$ cat src/rtl/snn_pkg.sv
// Shared types and sizing helpers for the SRM0 ramp-no-leak neuron column.
package snn_pkg;

  typedef enum logic {
    IDLE = 1'b0,
    RUN  = 1'b1
  } col_state_t;

  // Width that holds the sum of every weight at full scale.
  function automatic int pot_w(input int num_inputs, input int weight_w);
    return $clog2(num_inputs * (2 ** weight_w - 1) + 1);
  endfunction

  function automatic int w_lsb(input int neuron, input int syn,
                               input int num_inputs, input int weight_w);
    return (neuron * num_inputs + syn) * weight_w;
  endfunction

endpackage

$ cat src/rtl/neuron_body.sv
// One neuron: per-synapse ramp counters, membrane potential and fired flag.
// fire is combinational from the current step's arrivals.
module neuron_body
  import snn_pkg::*;
#(
  parameter int NUM_INPUTS = 8,
  parameter int WEIGHT_W   = 3,
  parameter int THRESHOLD  = 8
) (
  input  logic                           clk,
  input  logic                           rst_l,
  input  logic [NUM_INPUTS-1:0]          arrived,
  input  logic [NUM_INPUTS*WEIGHT_W-1:0] weights,
  input  logic                           clear,
  input  logic                           step_en,
  input  logic                           suppress,
  output logic                           fire
);

  localparam int POT_W = pot_w(NUM_INPUTS, WEIGHT_W);
  localparam logic [POT_W:0] TH_EXT = (POT_W + 1)'(THRESHOLD);

  logic [WEIGHT_W-1:0]   ramp [NUM_INPUTS];
  logic [NUM_INPUTS-1:0] contrib;
  logic [POT_W-1:0]      pot;
  logic [POT_W-1:0]      pot_new;
  logic                  fired;

  // A synapse contributes one unit per step until its ramp reaches the weight.
  always_comb begin
    contrib = '0;
    pot_new = pot;
    for (int i = 0; i < NUM_INPUTS; i++) begin
      if (arrived[i] && (ramp[i] < weights[i*WEIGHT_W +: WEIGHT_W])) begin
        contrib[i] = 1'b1;
        pot_new    = pot_new + POT_W'(1);
      end
    end
  end

  assign fire = step_en && !fired && !suppress && ({1'b0, pot_new} >= TH_EXT);

  always_ff @(posedge clk or negedge rst_l) begin
    if (!rst_l) begin
      for (int i = 0; i < NUM_INPUTS; i++) ramp[i] <= '0;
      pot   <= '0;
      fired <= 1'b0;
    end else if (clear) begin
      for (int i = 0; i < NUM_INPUTS; i++) ramp[i] <= '0;
      pot   <= '0;
      fired <= 1'b0;
    end else if (step_en) begin
      for (int i = 0; i < NUM_INPUTS; i++) begin
        if (contrib[i]) ramp[i] <= ramp[i] + WEIGHT_W'(1);
      end
      pot <= pot_new;
      if (fire) fired <= 1'b1;
    end
  end

endmodule

$ cat src/rtl/neuron_column_integrator.sv
// Integrates one gamma cycle of temporally coded spikes over a neuron column; one volley
// per step, registered one cycle after in_spikes is sampled; no backpressure, inhibit is sticky.
module neuron_column_integrator
  import snn_pkg::*;
#(
  parameter int NUM_INPUTS  = 8,
  parameter int NUM_NEURONS = 8,
  parameter int TIME_PERIOD = 8,
  parameter int WEIGHT_W    = 3,
  parameter int THRESHOLD   = 8
) (
  input  logic                                      clk,
  input  logic                                      rst_l,
  input  logic                                      start,
  input  logic [NUM_INPUTS-1:0]                     in_spikes,
  input  logic [NUM_NEURONS*NUM_INPUTS*WEIGHT_W-1:0] weights,
  input  logic                                      inhibit,
  output logic                                      busy,
  output logic                                      volley_valid,
  output logic [NUM_NEURONS-1:0]                    spike_volley,
  output logic [$clog2(TIME_PERIOD):0]              time_val,
  output logic                                      last
);

  localparam int TW   = $clog2(TIME_PERIOD) + 1;
  localparam int NW   = NUM_INPUTS * WEIGHT_W;
  localparam int WTOT = NUM_NEURONS * NW;
  localparam logic [TW-1:0] LAST_STEP = TW'(TIME_PERIOD - 1);

  col_state_t             state;
  col_state_t             state_nxt;
  logic [TW-1:0]          step;
  logic [NUM_INPUTS-1:0]  arrived;
  logic [NUM_INPUTS-1:0]  arrived_now;
  logic                   inh_latch;
  logic [WTOT-1:0]        w_q;
  logic [NUM_NEURONS-1:0] fire;
  logic                   clear;
  logic                   step_en;
  logic                   suppress;
  logic                   final_step;

  assign step_en     = (state == RUN);
  assign clear       = (state == IDLE) && start;
  assign arrived_now = arrived | in_spikes;
  assign suppress    = inhibit | inh_latch;
  assign final_step  = (step == LAST_STEP);

  always_ff @(posedge clk or negedge rst_l) begin
    if (!rst_l) state <= IDLE;
    else        state <= state_nxt;
  end

  always_comb begin
    state_nxt = state;
    case (state)
      IDLE:    if (start) state_nxt = RUN;
      RUN:     if (final_step) state_nxt = IDLE;
      default: state_nxt = IDLE;
    endcase
  end

  always_ff @(posedge clk or negedge rst_l) begin
    if (!rst_l) begin
      w_q          <= '0;
      arrived      <= '0;
      inh_latch    <= 1'b0;
      step         <= '0;
      busy         <= 1'b0;
      volley_valid <= 1'b0;
      spike_volley <= '0;
      time_val     <= '0;
      last         <= 1'b0;
    end else if (clear) begin
      w_q          <= weights;
      arrived      <= '0;
      inh_latch    <= 1'b0;
      step         <= '0;
      busy         <= 1'b1;
      volley_valid <= 1'b0;
      spike_volley <= '0;
      last         <= 1'b0;
    end else if (step_en) begin
      arrived      <= arrived_now;
      inh_latch    <= suppress;
      step         <= step + TW'(1);
      busy         <= !final_step;
      volley_valid <= 1'b1;
      spike_volley <= fire;
      time_val     <= step;
      last         <= final_step;
    end else begin
      // time_val deliberately holds its last value while idle.
      volley_valid <= 1'b0;
      spike_volley <= '0;
      last         <= 1'b0;
    end
  end

  for (genvar g = 0; g < NUM_NEURONS; g++) begin : g_neuron
    neuron_body #(
      .NUM_INPUTS (NUM_INPUTS),
      .WEIGHT_W   (WEIGHT_W),
      .THRESHOLD  (THRESHOLD)
    ) u_body (
      .clk      (clk),
      .rst_l    (rst_l),
      .arrived  (arrived_now),
      .weights  (w_q[w_lsb(g, 0, NUM_INPUTS, WEIGHT_W) +: NW]),
      .clear    (clear),
      .step_en  (step_en),
      .suppress (suppress),
      .fire     (fire[g])
    );
  end

endmodule

$ cat config.mk
export PLATFORM = sky130hd
export DESIGN_NAME = neuron_column_integrator
export DESIGN_NICKNAME = d
export VERILOG_FILES = /design/src/rtl/snn_pkg.sv /design/src/rtl/neuron_body.sv /design/src/rtl/neuron_column_integrator.sv
export SDC_FILE = /design/constraint.sdc
export NUM_CORES = 1
export LEC_CHECK = 0
export ABC_AREA = 1
export ABC_CLOCK_PERIOD_IN_PS = 6600
export CAP_MARGIN = 20
export CORE_UTILIZATION = 60
export DETAILED_ROUTE_END_ITERATION = 8
export PLACE_DENSITY = 0.81
export SETUP_SLACK_MARGIN = 0.15
export SLEW_MARGIN = 20
export SYNTH_ARGS = -nofsm -noshare
export SYNTH_HDL_FRONTEND = slang
export SYNTH_SLANG_ARGS = --single-unit
$ cat constraint.sdc
create_clock -name clk -period 6.6 [get_ports clk]
set_clock_uncertainty 0.2 [all_clocks]
set_input_delay 0.66 -clock clk [delete_from_list [all_inputs] [get_ports clk]]
set_output_delay 0.66 -clock clk [all_outputs]
set_load 0.02 [all_outputs]
==> Word level (Yosys, flattened, before mapping) <==
Index checks and enable logic that the tools add are counted.
{ "classes": {"addsub": 129, "n_reduce_logical": 245, "bitwise_logic": 4, "n_lt_le_gt_ge": 72, "muxes": 265, "eq_ne": 1} }
{ "ops": {"columns": ["op", "count"], "rows": [
  ["6-bit 2-to-1 mux", 80],
  ["6-bit by 1-bit adder with 6-bit output, second input constant", 64],
  ["24-bit 2-to-1 mux", 16],
  ["3-bit by 1-bit adder with 3-bit output, second input constant", 64],
  ["3-bit less-than comparator", 64],
  ["3-bit 2-to-1 mux", 64],
  ["2-bit AND reduction", 73],
  ["2-bit nonzero test", 73],
  ["1-bit 2-to-1 mux", 98],
  ["1-bit logical AND", 89],
  ["6-bit by 4-bit greater-or-equal comparator with 1-bit output, second input constant", 8],
  ["8-bit 2-to-1 mux", 4],
  ["1-bit zero test", 10],
  ["4-bit 2-to-1 mux", 2],
  ["8-bit OR", 1],
  ["4-bit by 1-bit adder with 4-bit output, second input constant", 1],
  ["4-bit by 3-bit equality test with 1-bit output, second input constant", 1],
  ["1-bit NOT", 2],
  ["1-bit one-hot mux with 2 select lines", 1],
  ["1-bit OR", 1]
]} }
{ "totals": {"output_inout_bits": 15, "in_bits": 204, "ff_bits": 469} }

==> Longest topological paths before layout <==
{ "depth": {"word_depth": 22, "depth_mapped": 40, "ltp_nobuf": 40} }

==> Hierarchy <==
Synthesis repeated with hierarchy kept, for this count alone.
{ "hier_totals": {"hier_cells": 5153, "area_unflattened_um2": 35335.1} }
{ "modules_own_cells": {"columns": ["mod", "n_inst", "area_each_um2", "seq_area_each_um2", "cells_each"], "rows": [
  ["neuron_body", 8, 3364.5, 775.7, 527],
  ["neuron_column_integrator", 1, 8419.3, 5530.3, 937]
]} }

==> Least setup slack after synthesis <==
Ideal clock, no wire load.
{ "synth_timing": {"path_type": "input -> register", "from": "input in_spikes[0]", "to": "register g_neuron[3].u_body.fired", "path_buffers": 1, "arrival_time_ns": 4.872, "stages": 35, "setup_slack_ns": 1.411, "setup_time_ns": 0.118, "cell_sequence": "inv_2 nand2_4 buf_12 nand3_2 nor2_4 nand2_2 nand2_1 inv_1 ha_1 or2_2 nand2_1 xnor2_1 o21ai_0 ha_1 or2_2 nand3_1 nand2_1 ha_1 nand2_1 nand2_1 ha_1 or2_2 o21ai_0 inv_1 ha_1 nand2_1 nor2_1 nand3_1 inv_1 nand2_1 nand2_1 nor2_1 nand3_1 nand2_1 nand2_1"} }
{ "synth_between": {"elab_chain_len": 21} }
{ "synth_rtl": {"columns": ["item", "line_no", "source"], "rows": [
  ["start: declaration", "neuron_column_integrator.sv:15", "input logic [NUM_INPUTS-1:0] in_spikes,"],
  ["8-bit OR (*)", "neuron_column_integrator.sv:45", "assign arrived_now = arrived | in_spikes;"],
  ["1-bit logical AND (*)", "neuron_body.sv:34", "if (arrived[i] && (ramp[i] < weights[i*WEIGHT_W +: WEIGHT_W])) begin"],
  ["6-bit 2-to-1 mux (*)", "neuron_body.sv:34", null],
  ["6-bit by 1-bit adder with 6-bit output", "neuron_body.sv:36", "pot_new = pot_new + POT_W'(1);"],
  ["6-bit 2-to-1 mux (*)", "neuron_body.sv:34", null],
  ["6-bit by 1-bit adder with 6-bit output", "neuron_body.sv:36", null],
  ["6-bit 2-to-1 mux (*)", "neuron_body.sv:34", null],
  ["6-bit by 1-bit adder with 6-bit output", "neuron_body.sv:36", null],
  ["[... 5 more ...]", null, null],
  ["6-bit by 1-bit adder with 6-bit output", "neuron_body.sv:36", null],
  ["6-bit 2-to-1 mux (*)", "neuron_body.sv:34", null],
  ["6-bit by 1-bit adder with 6-bit output", "neuron_body.sv:36", null],
  ["6-bit 2-to-1 mux (*)", "neuron_body.sv:34", null],
  ["6-bit by 4-bit greater-or-equal comparator with 1-bit output (*)", "neuron_body.sv:41", "assign fire = step_en && !fired && !suppress && ({1'b0, pot_new} >= TH_EXT);"],
  ["1-bit logical AND (*)", "neuron_body.sv:41", null],
  ["2-bit nonzero test (no source line) (*)", null, null],
  ["2-bit AND reduction (no source line) (*)", null, null],
  ["end signal: assignment", "neuron_body.sv:47", "fired <= 1'b0;"],
  ["end signal: assignment", "neuron_body.sv:51", "fired <= 1'b0;"],
  ["end signal: assignment", "neuron_body.sv:57", "if (fire) fired <= 1'b1;"],
  ["end: declaration", "neuron_body.sv:27", "logic fired;"]
]} }
Mark *: on every way between the ends. The rest lies on a longest branch, timed or not.
A chain may end at the register's enable or synchronous reset.

==> Final worst setup path <==
{ "layout_timing": {"from": "register g_neuron[5].u_body.ramp[20] (netlist bit)", "to": "register g_neuron[5].u_body.fired"} }
{ "layout_between": {"elab_chain_len": 19} }
{ "layout_rtl": {"columns": ["item", "line_no", "source"], "rows": [
  ["start: declaration", "neuron_body.sv:23", "logic [WEIGHT_W-1:0] ramp [NUM_INPUTS];"],
  ["start signal: indexed assignment", "neuron_body.sv:54", "if (contrib[i]) ramp[i] <= ramp[i] + WEIGHT_W'(1);"],
  ["3-bit less-than comparator (*)", "neuron_body.sv:34", null],
  ["1-bit logical AND (*)", "neuron_body.sv:34", null],
  ["6-bit 2-to-1 mux (*)", "neuron_body.sv:34", null],
  ["6-bit by 1-bit adder with 6-bit output", "neuron_body.sv:36", null],
  ["6-bit 2-to-1 mux (*)", "neuron_body.sv:34", null],
  ["6-bit by 1-bit adder with 6-bit output", "neuron_body.sv:36", null],
  ["6-bit 2-to-1 mux (*)", "neuron_body.sv:34", null],
  ["6-bit by 1-bit adder with 6-bit output", "neuron_body.sv:36", null],
  ["[... 3 more ...]", null, null],
  ["6-bit by 1-bit adder with 6-bit output", "neuron_body.sv:36", null],
  ["6-bit 2-to-1 mux (*)", "neuron_body.sv:34", null],
  ["6-bit by 1-bit adder with 6-bit output", "neuron_body.sv:36", null],
  ["6-bit 2-to-1 mux (*)", "neuron_body.sv:34", null],
  ["6-bit by 4-bit greater-or-equal comparator with 1-bit output (*)", "neuron_body.sv:41", null],
  ["1-bit logical AND (*)", "neuron_body.sv:41", null],
  ["2-bit nonzero test (no source line) (*)", null, null],
  ["2-bit AND reduction (no source line) (*)", null, null],
  ["end signal: assignment", "neuron_body.sv:47", null],
  ["end signal: assignment", "neuron_body.sv:51", null],
  ["end signal: assignment", "neuron_body.sv:57", null],
  ["end: declaration", "neuron_body.sv:27", null]
]} }
Marked as above.

==> run summary <==
The run finished with clean final reports. Register-to-register setup slack: 0.94 ns. The tools report the all-layer global routing usage as 28.10%. The number of antenna violations at the first check in global routing is 1, and the final weighted congestion in routability-driven placement is 0.8706. The start-to-end type of the worst setup path is reg2reg.

After detailed routing, the average wire length per cell comes to 13.74 um. Entering global routing, the biggest net connects 194 pins. Dividing the detail-routed via count by the number of cells gives 5.312. The hold-critical path depth is 1, and the fraction of layout cells with a size suffix above 1 is 7.889%. Setup repair after global routing left no endpoint under its margin. The count of unresolved DRC violations after routing is 0.

The wire length reported by the detailed router is 76.62 mm, and the final total negative setup slack is 0 ns. The run gives 0 as the total global routing overflow. Launch point of the worst reg-to-reg path: g_neuron[5].u_body.ramp[20]. The critical path contains buffers and inverters numbering 3 combined. The slowest stage of the critical path belongs to the cell sky130_fd_sc_hd__dfrtp_1. The type of the tightest min-delay check was reg2reg. The tools report the post-DP HPWL as 55.83 mm.

The chip width is 236.7 um, and the first-pass iteration count of the detailed router is 8. The tools report the sequential cell area as 0.01174 mm2. The post-cts hold buffer count was 1.

Counting along the longest clock path gives a buffer depth of 3. The family with the most delay on the worst path is simple AND/OR/NAND/NOR gates. The tools report the data required time of the worst path as 6.90 ns. The flip-flop and latch count after synthesis was 469; the largest incremental delay on the critical path was 0.40 ns. The effective utilization at floorplan was 61.07%; the data arrival time of the critical path was 5.96 ns.

The first global-routing pass estimated 131.1 mm of wire. In this run the vertical extent of the chip is 236.7 um. The synthesized design contains 0 enable-type register cells. Number of buffers created by CTS: 53. In this run the worst path has a maximum fanout of 5. Counting every instance in the synthesized netlist gives 4631.

Clock latency on the worst-skew pair, taken at its later pin, is 0.62 ns. The run gives 0 as the number of max-capacitance violations reported. The Yosys warning count is 0, and the fraction of post-synthesis cell area in the top cell type by area is 35.50%. In this run the tightest slew margin relative to its limit is 29.10%. The post-synthesis async set-or-reset flop share came out at 100.0%. For the area used by multi-input combinational logic, the log shows 0.01796 mm2.

The number of setup buffers added after CTS is 0. From synthesis to final layout, the design area changed by 14.32%. The core region is 0.05413 mm2.

The number of top-level pins was 219; the sequential area share after synthesis was 35.50%. The final period utilization came out at 85.79%. Clock tree synthesis selected as its root buffer the cell sky130_fd_sc_hd__clkbuf_16.

The terminating pin of the worst hold path was g_neuron[3].u_body.ramp[23]. After clock tree synthesis, the clock-pin slew on the worst setup and hold paths is 0.06 ns. The number of max-slew violations in the final report was 0; the total number of vias was 29.63k.

Tracing the worst setup path back leads to its startpoint at g_neuron[5].u_body.ramp[20]. In the synthesized netlist the dominant register cell turns out to be sky130_fd_sc_hd__dfrtp_1. Final-report hold violation count: 0.

The run gives 0.05605 mm2 as the die area. The biggest area contributor in the post-synthesis netlist is sky130_fd_sc_hd__dfrtp_1. Final critical path time including I/O delays and setup: 5.662 ns. The average instance area after synthesis is 7.139 um2.

After filler insertion, the fill cell instance count of the layout stands at 4529. TritonCTS built the clock tree. Timing would allow up to 176.6 MHz.

The worst setup path is launched from a register. STA classifies the critical path endpoint as a register. The run gives 1670 as the number of violations reported at the end of detailed-routing iteration 0.

The count of buffers added on input and output ports is 218. Number of nets produced by synthesis: 5092. Slew at the pin closest to its max-slew limit: 1.062 ns. The netlist area before placement is 0.03306 mm2, and the cell count of the worst reg-to-reg path is 32. Among the stages of the critical path, the cell type that occurs most often is sky130_fd_sc_hd__nand2_1.

The number of clock sinks is 469. Number of nets at the end of the flow: 5297. In this run the remaining antenna-violating nets after routing total 0. The H-tree was split into 2 levels. Quantity of gates resized following cts: 0. The number of global-route vias before repair is 28.37k.

The run gives 85 as the number of placement rows. Setup violations remaining at the end of the flow were counted as 0. The startpoint identified for the worst hold timing path is g_neuron[3].u_body.ramp[23]. Ranked by total cell area, the synthesized netlist is headed by sky130_fd_sc_hd__dfrtp_1 (35%), sky130_fd_sc_hd__nand2_1 (15%), sky130_fd_sc_hd__ha_1 (9.7%). The count of cell types in the netlist was 41. The endpoint of the lowest-slack register-to-register path was g_neuron[5].u_body.fired.
## routing by layer
layer	share of wire (%)	GRT usage, %	vias up
li1	-	-	15300
met1	47	37.56	13670
met2	46	47.28	549
met3	4.7	3.264	112
met4	2.8	9.642	0
met5	0	0	-
## layout by cell type (no fill, tap or decap), drive strengths merged, types with 34 or more instances in the layout
cell type         n
xor2             34
inv             801
nand2          1440
clkbuf           71
a32o             51
o211ai           48
o21ai           393
nor2            295
clkdlybuf4s50   217
ha              257
nand3           472
a21oi           134
dfrtp           469
## cell usage after synthesis (10+ instances only)
master / n
sky130_fd_sc_hd__clkbuf_1: 78
sky130_fd_sc_hd__nand3_2: 70
sky130_fd_sc_hd__ha_1: 257
sky130_fd_sc_hd__o21ai_1: 16
sky130_fd_sc_hd__a32o_1: 51
sky130_fd_sc_hd__xnor2_1: 17
sky130_fd_sc_hd__a22oi_1: 11
sky130_fd_sc_hd__xor2_1: 34
sky130_fd_sc_hd__nand2_4: 10
sky130_fd_sc_hd__nand2_1: 1337
sky130_fd_sc_hd__inv_1: 775
sky130_fd_sc_hd__o211ai_1: 48
sky130_fd_sc_hd__nand4_1: 24
sky130_fd_sc_hd__nor2_2: 28
sky130_fd_sc_hd__nand2_2: 93
sky130_fd_sc_hd__o21ai_0: 375
sky130_fd_sc_hd__nand3b_1: 24
sky130_fd_sc_hd__or2_2: 24
sky130_fd_sc_hd__a22o_1: 20
sky130_fd_sc_hd__inv_2: 20
sky130_fd_sc_hd__nor2_1: 259
sky130_fd_sc_hd__nand3_1: 390
sky130_fd_sc_hd__a21oi_1: 133
sky130_fd_sc_hd__nand3_4: 12
sky130_fd_sc_hd__dfrtp_1: 469
## stage by stage
| step | area, um2 | util (%) | setup slack (ns) | hold slack (ns) | std cells |
|---|---|---|---|---|---|
| floorplan | 33060 | - | 1.411 | 0.1644 | 4631 |
| global placement | 35940 | 66.39 | 0.5610 | 0.2594 | 5476 |
| detailed placement | 35940 | 66.39 | 0.4350 | 0.2627 | 5476 |
| CTS | 37790 | 69.81 | 0.9654 | 0.2730 | 5576 |
| global route | 37790 | 69.81 | 0.3844 | 0.2859 | 5576 |
| finish | 37800 | 69.82 | 0.9376 | 0.2721 | 5578 |
## sequential cells by signal, summed over array words and instances (netlist names)
register               count
g_neuron.u_body.fired      8
time_val                   4
spike_volley               8
last                       1
g_neuron.u_body.pot       48
arrived                    8
state                      1
w_q                      192
volley_valid               1
g_neuron.u_body.ramp     192
inh_latch                  1
busy                       1
step                       4
## cell type report
type / count / area share, %
clock inverters: 28 / 0.8011
flip-flops and latches: 469 / 31.06
clock buffers: 71 / 4.065
diodes: 2 / 0.01324
inverters: 802 / 7.992
multi-input cells: 3274 / 47.51
repair buffers: 236 / 6.250
well taps: 696 / 2.304
## how the worst max path moves through the flow
stage                     cells past startpoint                        to  slack, ns
after global routing                         32  g_neuron[4].u_body.fired       0.38
after global placement                       35  g_neuron[3].u_body.fired       0.56
after floorplan                              35  g_neuron[3].u_body.fired       1.41
after detailed placement                     35  g_neuron[0].u_body.fired       0.43
final                                        32  g_neuron[5].u_body.fired       0.94
after CTS                                    32  g_neuron[4].u_body.fired       0.97
## worst register-to-register path, delay by kind of cell, from the launching register on
| kind | cells | cell delay, ns |
|---|---|---|
| AND/OR/NAND/NOR | 18 | 1.99 |
| flip-flops | 1 | 0.40 |
| buffers and inverters | 3 | 0.32 |
| XOR/XNOR | 1 | 0.19 |
| adder cells (fa/ha/maj) | 6 | 1.75 |
| AO/OA/AOI/OAI | 4 | 0.73 |
## cell families after synthesis
kind of cell	Yosys count	synth area share, %
compound gates	682	11.98
xor+xnor	51	1.351
fa+ha+maj	257	9.726
buf+inv	888	10.23
flops	469	35.50
simple gates	2284	31.21
Power is not shown: default switching activity piles up to over one toggle a cycle in this logic, so the estimate is an artifact.
